==> src/rtl/mmio_led_pkg.sv <==
// Shared constants for the LED/RGB PWM peripheral: register map, channel count
// and channel indices.
package mmio_led_pkg;

    localparam int NUM_CH = 4;

    localparam logic [7:0] LED_DUTY_OFS = 8'h00;
    localparam logic [7:0] R_DUTY_OFS   = 8'h04;
    localparam logic [7:0] G_DUTY_OFS   = 8'h08;
    localparam logic [7:0] B_DUTY_OFS   = 8'h0C;
    localparam logic [7:0] MICROS_OFS   = 8'h10;
    localparam logic [7:0] MILLIS_OFS   = 8'h14;

    typedef enum logic [1:0] {
        CH_LED = 2'd0,
        CH_R   = 2'd1,
        CH_G   = 2'd2,
        CH_B   = 2'd3
    } ch_e;

endpackage

==> src/rtl/mmio_led_pwm_channel.sv <==
// One PWM channel: shadow duty latched at period end, registered compare output
// driven at the configured pin polarity.
module pwm_channel
    import mmio_led_pkg::*;
#(
    parameter int PWM_BITS   = 8,
    parameter int ACTIVE_LOW = 1
) (
    input  logic                clk,
    input  logic                rst,
    input  logic [PWM_BITS-1:0] i_duty,
    input  logic [PWM_BITS-1:0] i_pwm_cnt,
    input  logic                i_period_end,
    output logic                o_pin
);

    localparam logic OFF_LVL = (ACTIVE_LOW != 0);

    logic [PWM_BITS-1:0] r_shadow;
    logic                r_pin;
    logic                w_on;

    assign w_on  = (i_pwm_cnt < r_shadow);
    assign o_pin = r_pin;

    // Shadow only moves on the last count so a period is never split between duties.
    always_ff @(posedge clk or posedge rst) begin
        if (rst) begin
            r_shadow <= '0;
            r_pin    <= OFF_LVL;
        end else begin
            if (i_period_end) begin
                r_shadow <= i_duty;
            end
            r_pin <= w_on ^ OFF_LVL;
        end
    end

endmodule

==> src/rtl/mmio_led_pwm.sv <==
// Memory-mapped LED/RGB PWM peripheral with free-running microsecond and
// millisecond timers; single-cycle registered load path.
module mmio_led_pwm
    import mmio_led_pkg::*;
#(
    parameter int CLK_HZ     = 12000000,
    parameter int PWM_BITS   = 8,
    parameter int ACTIVE_LOW = 1
) (
    input  logic        clk,
    input  logic        rst,
    input  logic [7:0]  addr,
    input  logic        wen,
    input  logic [3:0]  wmask,
    input  logic [31:0] wdata,
    input  logic        ren,
    output logic [31:0] rdata,
    output logic        rvalid,
    output logic        LED,
    output logic        RGB_R,
    output logic        RGB_G,
    output logic        RGB_B
);

    localparam int                TICK_DIV = CLK_HZ / 1000000;
    localparam int                PRE_W    = (TICK_DIV > 1) ? $clog2(TICK_DIV) : 1;
    localparam logic [PRE_W-1:0]  PRE_LAST = PRE_W'(TICK_DIV - 1);
    localparam logic [9:0]        SUB_LAST = 10'd999;
    localparam logic [PWM_BITS-1:0] CNT_LAST = '1;

    logic [PWM_BITS-1:0] r_duty [NUM_CH];
    logic [PWM_BITS-1:0] r_pwm_cnt;
    logic [PRE_W-1:0]    r_presc;
    logic [9:0]          r_sub;
    logic [31:0]         r_micros;
    logic [31:0]         r_millis;
    logic [31:0]         r_rdata;
    logic                r_rvalid;

    logic [7:0]          w_addr;
    logic [NUM_CH-1:0]   w_duty_we;
    logic [31:0]         w_rdata_nxt;
    logic                w_period_end;
    logic                w_us_tick;
    logic                w_ms_tick;
    logic [NUM_CH-1:0]   w_pin;
    logic                w_unused;

    // Byte lanes within a word are not decoded; only wmask[0] gates duty stores.
    assign w_addr   = {addr[7:2], 2'b00};
    assign w_unused = &{1'b0, addr[1:0], wmask[3:1], wdata[31:PWM_BITS]};

    assign w_period_end = (r_pwm_cnt == CNT_LAST);
    assign w_us_tick    = (r_presc == PRE_LAST);
    assign w_ms_tick    = w_us_tick && (r_sub == SUB_LAST);

    always_comb begin
        w_duty_we = '0;
        if (wen && wmask[0]) begin
            case (w_addr)
                LED_DUTY_OFS: w_duty_we[CH_LED] = 1'b1;
                R_DUTY_OFS:   w_duty_we[CH_R]   = 1'b1;
                G_DUTY_OFS:   w_duty_we[CH_G]   = 1'b1;
                B_DUTY_OFS:   w_duty_we[CH_B]   = 1'b1;
                default:      w_duty_we = '0;
            endcase
        end
    end

    always_ff @(posedge clk or posedge rst) begin
        if (rst) begin
            for (int i = 0; i < NUM_CH; i++) begin
                r_duty[i] <= '0;
            end
        end else begin
            for (int i = 0; i < NUM_CH; i++) begin
                if (w_duty_we[i]) begin
                    r_duty[i] <= wdata[PWM_BITS-1:0];
                end
            end
        end
    end

    always_comb begin
        w_rdata_nxt = '0;
        case (w_addr)
            LED_DUTY_OFS: w_rdata_nxt = 32'(r_duty[CH_LED]);
            R_DUTY_OFS:   w_rdata_nxt = 32'(r_duty[CH_R]);
            G_DUTY_OFS:   w_rdata_nxt = 32'(r_duty[CH_G]);
            B_DUTY_OFS:   w_rdata_nxt = 32'(r_duty[CH_B]);
            MICROS_OFS:   w_rdata_nxt = r_micros;
            MILLIS_OFS:   w_rdata_nxt = r_millis;
            default:      w_rdata_nxt = '0;
        endcase
    end

    // Load data is captured from pre-edge register state, so a same-cycle
    // store to the same address is not visible until the next load.
    always_ff @(posedge clk or posedge rst) begin
        if (rst) begin
            r_rdata  <= '0;
            r_rvalid <= 1'b0;
        end else begin
            r_rvalid <= ren;
            if (ren) begin
                r_rdata <= w_rdata_nxt;
            end
        end
    end

    assign rdata  = r_rdata;
    assign rvalid = r_rvalid;

    always_ff @(posedge clk or posedge rst) begin
        if (rst) begin
            r_pwm_cnt <= '0;
        end else begin
            r_pwm_cnt <= r_pwm_cnt + 1'b1;
        end
    end

    always_ff @(posedge clk or posedge rst) begin
        if (rst) begin
            r_presc  <= '0;
            r_sub    <= '0;
            r_micros <= '0;
            r_millis <= '0;
        end else begin
            if (w_us_tick) begin
                r_presc  <= '0;
                r_micros <= r_micros + 32'd1;
                r_sub    <= w_ms_tick ? 10'd0 : (r_sub + 10'd1);
            end else begin
                r_presc  <= r_presc + 1'b1;
            end
            if (w_ms_tick) begin
                r_millis <= r_millis + 32'd1;
            end
        end
    end

    for (genvar g = 0; g < NUM_CH; g++) begin : g_ch
        pwm_channel #(
            .PWM_BITS   (PWM_BITS),
            .ACTIVE_LOW (ACTIVE_LOW)
        ) u_ch (
            .clk          (clk),
            .rst          (rst),
            .i_duty       (r_duty[g]),
            .i_pwm_cnt    (r_pwm_cnt),
            .i_period_end (w_period_end),
            .o_pin        (w_pin[g])
        );
    end

    assign LED   = w_pin[CH_LED];
    assign RGB_R = w_pin[CH_R];
    assign RGB_G = w_pin[CH_G];
    assign RGB_B = w_pin[CH_B];

endmodule

==> config.mk <==
export PLATFORM = sky130hd
export DESIGN_NAME = mmio_led_pwm
export DESIGN_NICKNAME = d
export VERILOG_FILES = /design/src/rtl/mmio_led_pkg.sv /design/src/rtl/mmio_led_pwm_channel.sv /design/src/rtl/mmio_led_pwm.sv
export SDC_FILE = /design/constraint.sdc
export NUM_CORES = 1
export LEC_CHECK = 0
export CAP_MARGIN = 20
export CORE_ASPECT_RATIO = 1.25
export CORE_MARGIN = 2
export CORE_UTILIZATION = 50
export CTS_CLUSTER_SIZE = 10
export DETAILED_ROUTE_END_ITERATION = 12
export DONT_BUFFER_PORTS = 1
export GPL_ROUTABILITY_DRIVEN = 0
export PLACE_DENSITY = 0.69
export SLEW_MARGIN = 20
export SYNTH_ARGS = -nofsm -noshare
export SYNTH_HDL_FRONTEND = slang
export SYNTH_SLANG_ARGS = --single-unit
export TNS_END_PERCENT = 20
==> constraint.sdc <==
create_clock -name clk -period 8.2 [get_ports clk]
set_input_delay 0.82 -clock clk [delete_from_list [all_inputs] [get_ports clk]]
set_output_delay 0.82 -clock clk [all_outputs]
set_load 0.05 [all_outputs]
==> results of run 1 <==
[area by class of cell]
cell class              instances  share of cell area [%]
flip-flops and latches        187                    48.8
multi-input cells             468                    38.5
clock buffers                  19                    4.51
well taps                     224                    2.92
inverters                      70                    2.79
clock inverters                13                    1.99
repair buffers                  6                   0.508
[critical path, delay by kind of cell]
family        cells  cell delay, ns
simple gates      3            1.71
mux               1            0.38
[cell families after synthesis]
kind of cell,count (synthesis),share of synthesized area [%]
muxes,82,10.8
xor gates and xnor gates,75,7.49
and+or+nand+nor,179,11.4
buffers and inverters,98,4.40
DFF,187,53.4
adders and majority gates,33,4.71
AOI/OAI and AO/OA,99,7.79
[report_power, final]
group	internal (mW)	switching (mW)
logic	0.0170	0.0268
registers	0.936	0.0120
clock network	0.513	0.359
[metal layers]
| metal | vias to the layer above | GRT usage (%) | wire, microns |
|---|---|---|---|
| met4 | 0 | 8.10 | 395 |
| met3 | 28 | 4.58 | 674 |
| met5 | - | 0 | 0 |
| met1 | 2892 | 25.4 | 7420 |
| met2 | 99 | 36.7 | 9740 |
| li1 | 2648 | - | - |
[state kept, by name, summed over array words and instances (netlist names)]
signal and cells:
g_ch.u_ch.o_pin 4, g_ch.u_ch.r_shadow 32, r_duty 32, r_micros 32
r_millis 32, r_presc 4, r_pwm_cnt 8, r_sub 10
rdata 32, rvalid 1
[how the worst min path moves through the flow]
| stage | from | to | depth (start not counted) | slack (ns) |
|---|---|---|---|---|
| floorplan | r_presc[0] | r_presc[0] | 1 | 0.43 |
| global placement | r_presc[0] | r_presc[0] | 1 | 0.44 |
| detailed placement | r_presc[0] | r_presc[0] | 1 | 0.46 |
| CTS | ren | rvalid | 0 | 0.40 |
| global route | ren | rvalid | 0 | 0.39 |
| finish | ren | rvalid | 0 | 0.41 |
[per-stage QoR]
stage | utilization (%) | power (mW) | std cells
floorplan | - | 1.00 | 753
global placement | 51.9 | 1.01 | 955
detailed placement | 51.9 | 1.01 | 955
CTS | 55.5 | 1.88 | 987
global route | 55.5 | 1.92 | 987
finish | 55.5 | 1.86 | 987
[synthesized netlist by cell type, types with 7 or more instances]
cell type	count	area, sq um
inv_1	70	263
o22ai_1	38	238
xor2_1	11	96.3
a21o_1	11	82.6
nand3_1	29	145
ha_1	33	413
dfrtp_1	183	4580
buf_2	7	35.0
nand4_1	23	144
mux2_2	66	743
and3_1	17	106
xnor2_1	64	561
mux2i_1	13	130
nand2b_1	7	43.8
nand2_1	43	161
nor2_1	28	105
a221oi_1	8	70.1
clkbuf_1	15	56.3
a22oi_1	24	180
a21oi_1	8	40.0
==> results.md, run 1 <==
* Tot GR Track Use at 21.1%
* Delay of the slowest critical-path stage at 0.73 ns
* Post-synth EDFFs at 0
* Number of global-route vias before repair at 5986
* Final Setup Violations at 0
* Total CTS buffers at 17
* Largest net degree at the start of global routing at 104
* Highest Clock Rate at 383 MHz
* R2R Path End: r_micros[23]
* Required @ worst endpoint at 8.52 ns
* Initial DRC count at 325
* Async SR Flop Fraction at 100%
* CP max stage cell: nor4_2
* Most frequent cells in the layout: dfrtp_1 (183), inv_1 (69), mux2_2 (66)
* Endpoints failing hold at 0
* Most common cell after layout, fill and taps aside: dfrtp_1
* Placement Setup Slack at 5.24 ns
* Routed via count at 5667
* Fraction of layout cells with a size suffix above 1 at 15.9%
* Mapped Area at 0.00877 sq mm
* Slew @ Worst Pin at 0.881 ns
* Crit path capture type: register
* DRC Markers at 0
* FF/Latch Area at 0.00468 sq mm
* Routed wire length at 18.2 mm
* Multi-input logic area at 0.00370 sq mm
* Seq/Total Area, Yosys at 53.4%
* Distinct cells, synth at 47
* CP Class: in2reg
* Die Wd at 122 microns
* Status: finished clean
* Area grow syn2layout at 9.56%
* Number of setup buffers added after CTS at 0
* FF-to-FF path depth at 6
* H-Tree Depth at 4
* Synth warn at 0
* CP arrival at 2.92 ns
* Setup_tns at 0 ns
* Skew-Pair Late Insertion Delay at 0.44 ns
* Max Cap Violations at 0
* Min-delay worst type: in2reg
* Syn Inst Count at 753
* Root buf cell: clkbuf_16
* DR pass1 iterations at 4
* CTS tree: built
* Synthesized net count at 834
* Final Cycle Share at 31.8%
* Leak at 4.24 nW
* Fillers at 1471
* Die Area at 0.0186 sq mm
* Clk slew on worst S/H paths at 0.07 ns
* Hpwl dp at 13.0 mm
* I/O pin cnt at 85
* Ant diodes at 0
* Primary FF master, synth: dfrtp_1
* Buffers on Ports at 0
* Reg-to-Reg Start: r_presc[0]
* Yosys reg bits at 187
* Worst Setup EP: r_duty[29]
* Clock Skew at 0.0130 ns
* Pwr per Cell Area at 194 mW/mm^2
* Slew HR at 41.2%
* Post-cts sizing count at 0
* Unrepaired setup endpoints after global routing: no
* Initial core utilization at 50.7%
* Total grt overflow at 0
* CTS Hold Bufs at 0
* Chip height at 152 microns
* Net count, final at 831
* Final hold slack at 0.414 ns
* Critical path startpoint: addr[3]
* First-pass GRT wire length at 30.9 mm
* Setup WS post-layout at 5.59 ns
* Initial antenna violation count at 0
* Final ANT Viol Nets at 0
* Final Max Tran Viols at 0
* Via density per instance at 5.74
* Synth Area per Inst at 11.6 sq um
* CP cell instances: nor4_2 -> nand2b_1 -> nor3_4 -> mux2_2
* Crit path max fanout at 8
* Placed Area at 0.00898 sq mm
* CP Launch Type: primary input
* Fin area at 0.00961 sq mm
* Maximum clock path buffer count at 2
* CORE AREA at 0.0173 sq mm
* Drt wl/cell at 18.5 microns
* # rows at 54
* Clock Sinks at 187
* Worst vdd ir at 0.119 mV
* Tmin final at 2.61 ns
* R2r setup slk at 5.66 ns
No activity file was read; power rests on OpenSTA's default activity.
==> run 2: changes to the inputs <==
Settings changed: PLACE_DENSITY 0.69 to 0.72.
Clock period 8.2 ns to 2.1 ns, I/O delays scaled along.
==> run 2 against run 1 <==
Net effect: die area stayed put; register-to-register slack worse by 5.5 ns; critical path type is now reg2reg; power grew to 3.8 times the previous value; sequential power grew to 3.9 times the previous value; clock-buffer cell count stayed put; via count is 3.8% higher.
==> results.md, run 2 (synthesis results as in run 1) <==
* Status: finished clean
* Critical path startpoint: r_presc[0]
* P_sw at 1.60 mW
* R2R Path End: r_millis[1]
* Final Max Tran Viols at 0
* Final ANT Viol Nets at 0
* Multi-input logic area at 0.00373 sq mm
* Largest delay share family, worst path: simple AND/OR/NAND/NOR gates
* H-Tree Depth at 4
* Min-delay worst type: in2reg
* Die Area at 0.0186 sq mm
* CORE AREA at 0.0173 sq mm
* I/O pin cnt at 85
* Placement Setup Slack at 0.0318 ns
* Final Cycle Share at 92.8%
* Highest Clock Rate at 513 MHz
* Clk slew on worst S/H paths at 0.07 ns
* Fraction of layout cells with a size suffix above 1 at 19.2%
* Routed via count at 5884
* Initial antenna violation count at 0
* M3 GR Usage at 4.50%
* Required @ worst endpoint at 2.42 ns
* CP Class: reg2reg
* Crit path capture type: register
* Largest net degree at the start of global routing at 90
* Clk pwr share at 44.7%
* Slew HR at 63.9%
* Drt wl/cell at 18.5 microns
* Total CTS buffers at 17
* Most frequent cells in the layout: dfrtp_1 (183), inv_1 (69), mux2_2 (66)
* Worst Setup EP: r_millis[1]
* Root buf cell: clkbuf_16
* Met2 Usage GRT at 38.6%
* Final Setup Violations at 0
* Worst vdd ir at 0.633 mV
* Setup_tns at 0 ns
* Met1 usage at 26.2%
* Hold_sp: addr[4]
* Delay of the slowest critical-path stage at 0.36 ns
* Buffers on Ports at 0
* DRC Markers at 0
* Crit path max fanout at 13
* Area grow syn2layout at 13.7%
* Setup WS post-layout at 0.151 ns
* Post-Place Cells at 982
* Net count, final at 870
* Skew-Pair Late Insertion Delay at 0.44 ns
* Worst path bufs/invs at 2
* Clock Skew at 0.0108 ns
* Int Pwr at 5.51 mW
* Comb pwr share at 3.2%
* Register share of total power at 52.1%
* Initial DRC count at 335
* Slew @ Worst Pin at 0.542 ns
* Gr busiest metal: met2
* Hold Crit Depth at 2
* Tmin final at 1.95 ns
* Core Util, Final at 57.6%
* Max Cap Violations at 0
* Switching share of power at 22.5%
* Final hold slack at 0.0859 ns
* DR pass1 iterations at 4
* Initial core utilization at 50.7%
* CTS tree: built
* Crit path depth at 6
* Die Wd at 122 microns
* Endpoints failing hold at 0
* Ant diodes at 0
* CP Launch Type: register
* First-pass GRT wire length at 32.1 mm
* FF/Latch Area at 0.00468 sq mm
* Hpwl dp at 13.6 mm
* Most common cell on crit path: buf_4
* CP arrival at 2.27 ns
* Unrepaired setup endpoints after global routing: yes
* Tot GR Track Use at 22.1%
* # rows at 54
* Clock Sinks at 187
* CP cell instances: ha_2 -> buf_4 -> nand3b_1 -> nor4_2 -> buf_4 -> mux2_2
* Pwr per Cell Area at 712 mW/mm^2
* Routed wire length at 19.0 mm
* Final cell count without fillers at 1026
* Leak at 4.44 nW
* Reg-to-Reg Start: r_presc[0]
* Total grt overflow at 0
* FF-to-FF path depth at 6
* Fillers at 1426
* Via density per instance at 5.73
* Most common cell after layout, fill and taps aside: dfrtp_1
* Chip height at 152 microns
* CP max stage cell: dfrtp_1
* Maximum clock path buffer count at 2
* Number of global-route vias before repair at 6378
* R2r setup slk at 0.15 ns
==> run 2: changes by cell type in the layout (fill, tap and decap cells not counted), sizes merged <==
cell         delta
clkinv          +4
dlygate4sd3    +10
bufinv          -2
clkinvlp        -2
buf            +29
==> run 2: worst min path at each step <==
stage	slack, ns	to
after floorplan	0.24	rvalid
after global placement	0.05	rvalid
after detailed placement	0.05	rdata[27]
after CTS	0.07	r_duty[30]
after global routing	0.09	r_duty[29]
final	0.09	r_duty[30]
==> run 2: repair_timing <==
action	in CTS	in global routing
hold endpoints to repair	156	0
hold buffers	11	0
setup buffers	0	1
endpoints found under the setup margin	0	25
resized for setup	0	5
==> run 2: final cells by class <==
type | count | area share [%]
clock inverters | 13 | 1.43
well taps | 224 | 2.81
multi-input cells | 468 | 37.4
flip-flops and latches | 187 | 47.0
repair buffers | 45 | 4.39
clock buffers | 19 | 4.34
inverters | 70 | 2.67
==> run 2: power by group through the flow <==
| stage | Combinational [mW] | Clock [mW] | Sequential [mW] |
|---|---|---|---|
| finish | 0.224 | 3.18 | 3.70 |
| floorplan | 0.159 | 0 | 3.75 |
| CTS | 0.229 | 3.22 | 3.70 |
| global placement | 0.180 | 0 | 3.76 |
| global route | 0.251 | 3.36 | 3.71 |
| detailed placement | 0.190 | 0 | 3.77 |
==> run 2: routing by layer <==
layer / wire length (microns) / part of all wire [%]
met2: 10200 / 54
met4: 505 / 2.7
met1: 7600 / 40
met5: 0 / 0
met3: 720 / 3.8
==> run 2: worst register-to-register path, stage by stage (launching register included) <==
cell and delay, ns:
dfrtp_1 0.36, ha_2 0.21, buf_4 0.11, nand3b_1 0.18, nor4_2 0.36, buf_4 0.26
mux2_2 0.35
==> run 2: per-stage QoR <==
| stage | cell area [sq um] | power (mW) |
|---|---|---|
| detailed placement | 9240 | 3.96 |
| global placement | 9240 | 3.94 |
| CTS | 9940 | 7.15 |
| floorplan | 8770 | 3.91 |
| finish | 9970 | 7.10 |
| global route | 9970 | 7.32 |
==> edit: new RTL, config.mk and constraints of run 2 <==
Set the parameter `CLK_HZ` to 6000000 (it was 12000000).
--- a/src/rtl/mmio_led_pwm.sv
+++ b/src/rtl/mmio_led_pwm.sv
@@ -5,3 +5,3 @@
 #(
-    parameter int CLK_HZ     = 12000000,
+    parameter int CLK_HZ     = 6000000,
     parameter int PWM_BITS   = 8,
Formal check against the unedited RTL: not equivalent (a bounded check fails within 10 cycles, from zero or initial values and one cycle with rst high).
==> edit against run 2 <==
Total power down 2.7%; cell area barely moved; combinational power grew 8%; synthesized area rose by 0.29%; synthesized cell count decreased by 0.40%; sequential cell count fell by 1; first-iteration DRC count grew 41%; worst setup slack lost 0.034 ns; sequential share of layout area down 0.21 points; fmax fell by 1.7%; wire length rose by 0.84%; non-clock buffer count fell by 1; worst hold slack lost 0.076 ns; critical path type unchanged; critical endpoint is now r_millis[28]; largest cell class unchanged; highest routed layer unchanged.
==> edit: results (changes against run 2) <==
Power
  – Peak supply drop: 495 uV (was 633 uV)
  – Leakage: 4.48 nW (was 4.44 nW)

Yosys
  – Ys async rst share: 1.00 (unchanged)
  – Synth cell types: 48 (was 47)
  – Sequential share of the synthesized area: 0.530 (was 0.534)
  – Mux cell area share after synthesis: 0.113 (was 0.108)
  – Mean Syn Cell Area: 11.7 um^2 (was 11.6 um^2)
  – Post-synthesis xor/xnor area fraction: 0.0727 (was 0.0749)
  – Syn Nets: 830 (was 834)
  – Synth area leaders: dfrtp_1, mux2_2, xnor2_1 (unchanged)
  – Post-synth top cells: dfrtp_1, mux2_2, inv_1 (was dfrtp_1, inv_1, mux2_2)
  – Post-synthesis adder-cell area fraction: 0.0455 (was 0.0471)
  – Complex-gate fraction of the synthesized area: 0.0759 (was 0.0779)

Global routing
  – Largest net degree at the start of global routing: 59 (was 90)
  – Wire length of the first global-routing pass: 30900 um (was 32100 um)
  – Initial antenna violation count: 0 (unchanged)
  – Vias in the first global route: 6082 (was 6378)
  – Total Routing Usage GR: 0.215 (was 0.221)

Placement
  – Placed insts: 981 (was 982)
  – HPWL after DPL: 13500 um (was 13600 um)
  – Pre-CTS WS: 0.109 ns (was 0.0318 ns)
  – Area after DPL: 9270 um^2 (was 9240 um^2)

Route
  – 1st-iter DRT viols: 472 (was 335)
  – Final WL: 19200 um (was 19000 um)
  – DRT Pass-1 Iters: 5 (was 4)
  – DR vias: 5903 (was 5884)

Clocking
  – Post-CTS sizing: 0 (unchanged)
  – Root buffer cell: clkbuf_16 (unchanged)
  – H-tree levels: 4 (unchanged)
  – Clock-pin slew on the worst setup and hold paths: 0.07 ns (about the same)
  – Worst-Skew Late Latency: 0.44 ns (about the same)
  – CTS Buf Count: 17 (unchanged)
  – Cts hold-fix bufs: 12 (was 11)
  – CTS max path bufs: 2 (unchanged)
  – Post-CTS Repair Setup Buffers: 0 (unchanged)

Worst hold path
  – Hold Crit Start: addr[3] (was addr[4])
  – Type of the most critical hold path: primary input to flip-flop (unchanged)

Setup path
  – Slowest-stage cell, CP: and4_1 (was dfrtp_1)
  – Crit path from: r_sub[0] (was r_presc[0])
  – CP max FO: 7 (was 13)
  – Crit path largest cell delay: 0.47 ns (was 0.36 ns)
  – Data arrival, critical path: 2.30 ns (was 2.27 ns)
  – Worst path top cell family by delay: simple AND/OR/NAND/NOR gates (unchanged)

Final layout
  – Share of layout cells above drive strength 1: 0.201 (was 0.192)
  – Final #Nets: 868 (was 870)
  – # fillers: 1383 (was 1426)
  – Ant. Diodes: 0 (unchanged)
  – Fin cells: 1025 (was 1026)

Run status
  – Outcome: complete, no violations (unchanged)

STA
  – Max_slew headroom: 0.644 (was 0.639)
  – Clock skew: 0.0123 ns (was 0.0108 ns)
==> edit: report_power, final <==
group | switching, mW | total (mW) | leakage (nW) | internal, mW
Sequential | 0.0478 | 3.68 | 2.54 | 3.63
Combinational | 0.131 | 0.242 | 1.68 | 0.110
Clock | 1.40 | 2.99 | 0.253 | 1.59
Total | 1.58 | 6.91 | 4.48 | 5.33
==> edit: worst register-to-register path, stage by stage (launching register included) <==
cell and delay [ns]:
dfrtp_1 0.38, ha_1 0.22, nand3_1 0.15, nor4_4 0.32
and4_1 0.47, nand3_1 0.18, xnor2_1 0.16
==> edit: cell type report <==
class                      instances  area (um^2)  share of cell area
sequential                       186         4660               0.468
multi-input combinational        473         3800               0.382
clock buffer                      20          457              0.0458
timing repair buffer              44          420              0.0422
tap                              224          280              0.0281
inverter                          66          251              0.0252
clock inverter                    12         92.6             0.00929
==> edit: kinds of logic (layout without fill, tap and decap cells) <==
family / Yosys count / in the layout
AND/OR/NAND/NOR: 190 / 190
flip-flops: 186 / 186
AO/OA/AOI/OAI: 94 / 94
buffers and inverters: 91 / 142
multiplexers: 84 / 84
XOR/XNOR: 73 / 73
adder cells (fa/ha/maj): 32 / 32
==> edit: worst paths after layout <==
path                                end  slack, ns  cells after the start
min in group asynchronous     rdata[28]       0.18                      2
max reg2reg                r_millis[28]       0.12                      6
max in group asynchronous      r_sub[5]       1.36                      3
max                        r_millis[28]       0.12                      6
min                            rdata[4]       0.01                      2
min reg2reg                r_micros[31]       0.48                      1
==> edit: per-layer routing <==
layer  part of all wire  wire [um]  GRT usage
met1               0.42       7950      0.269
met2               0.51       9780      0.357
met3              0.050        952     0.0505
met4              0.025        471     0.0887
met5                  0          0          0
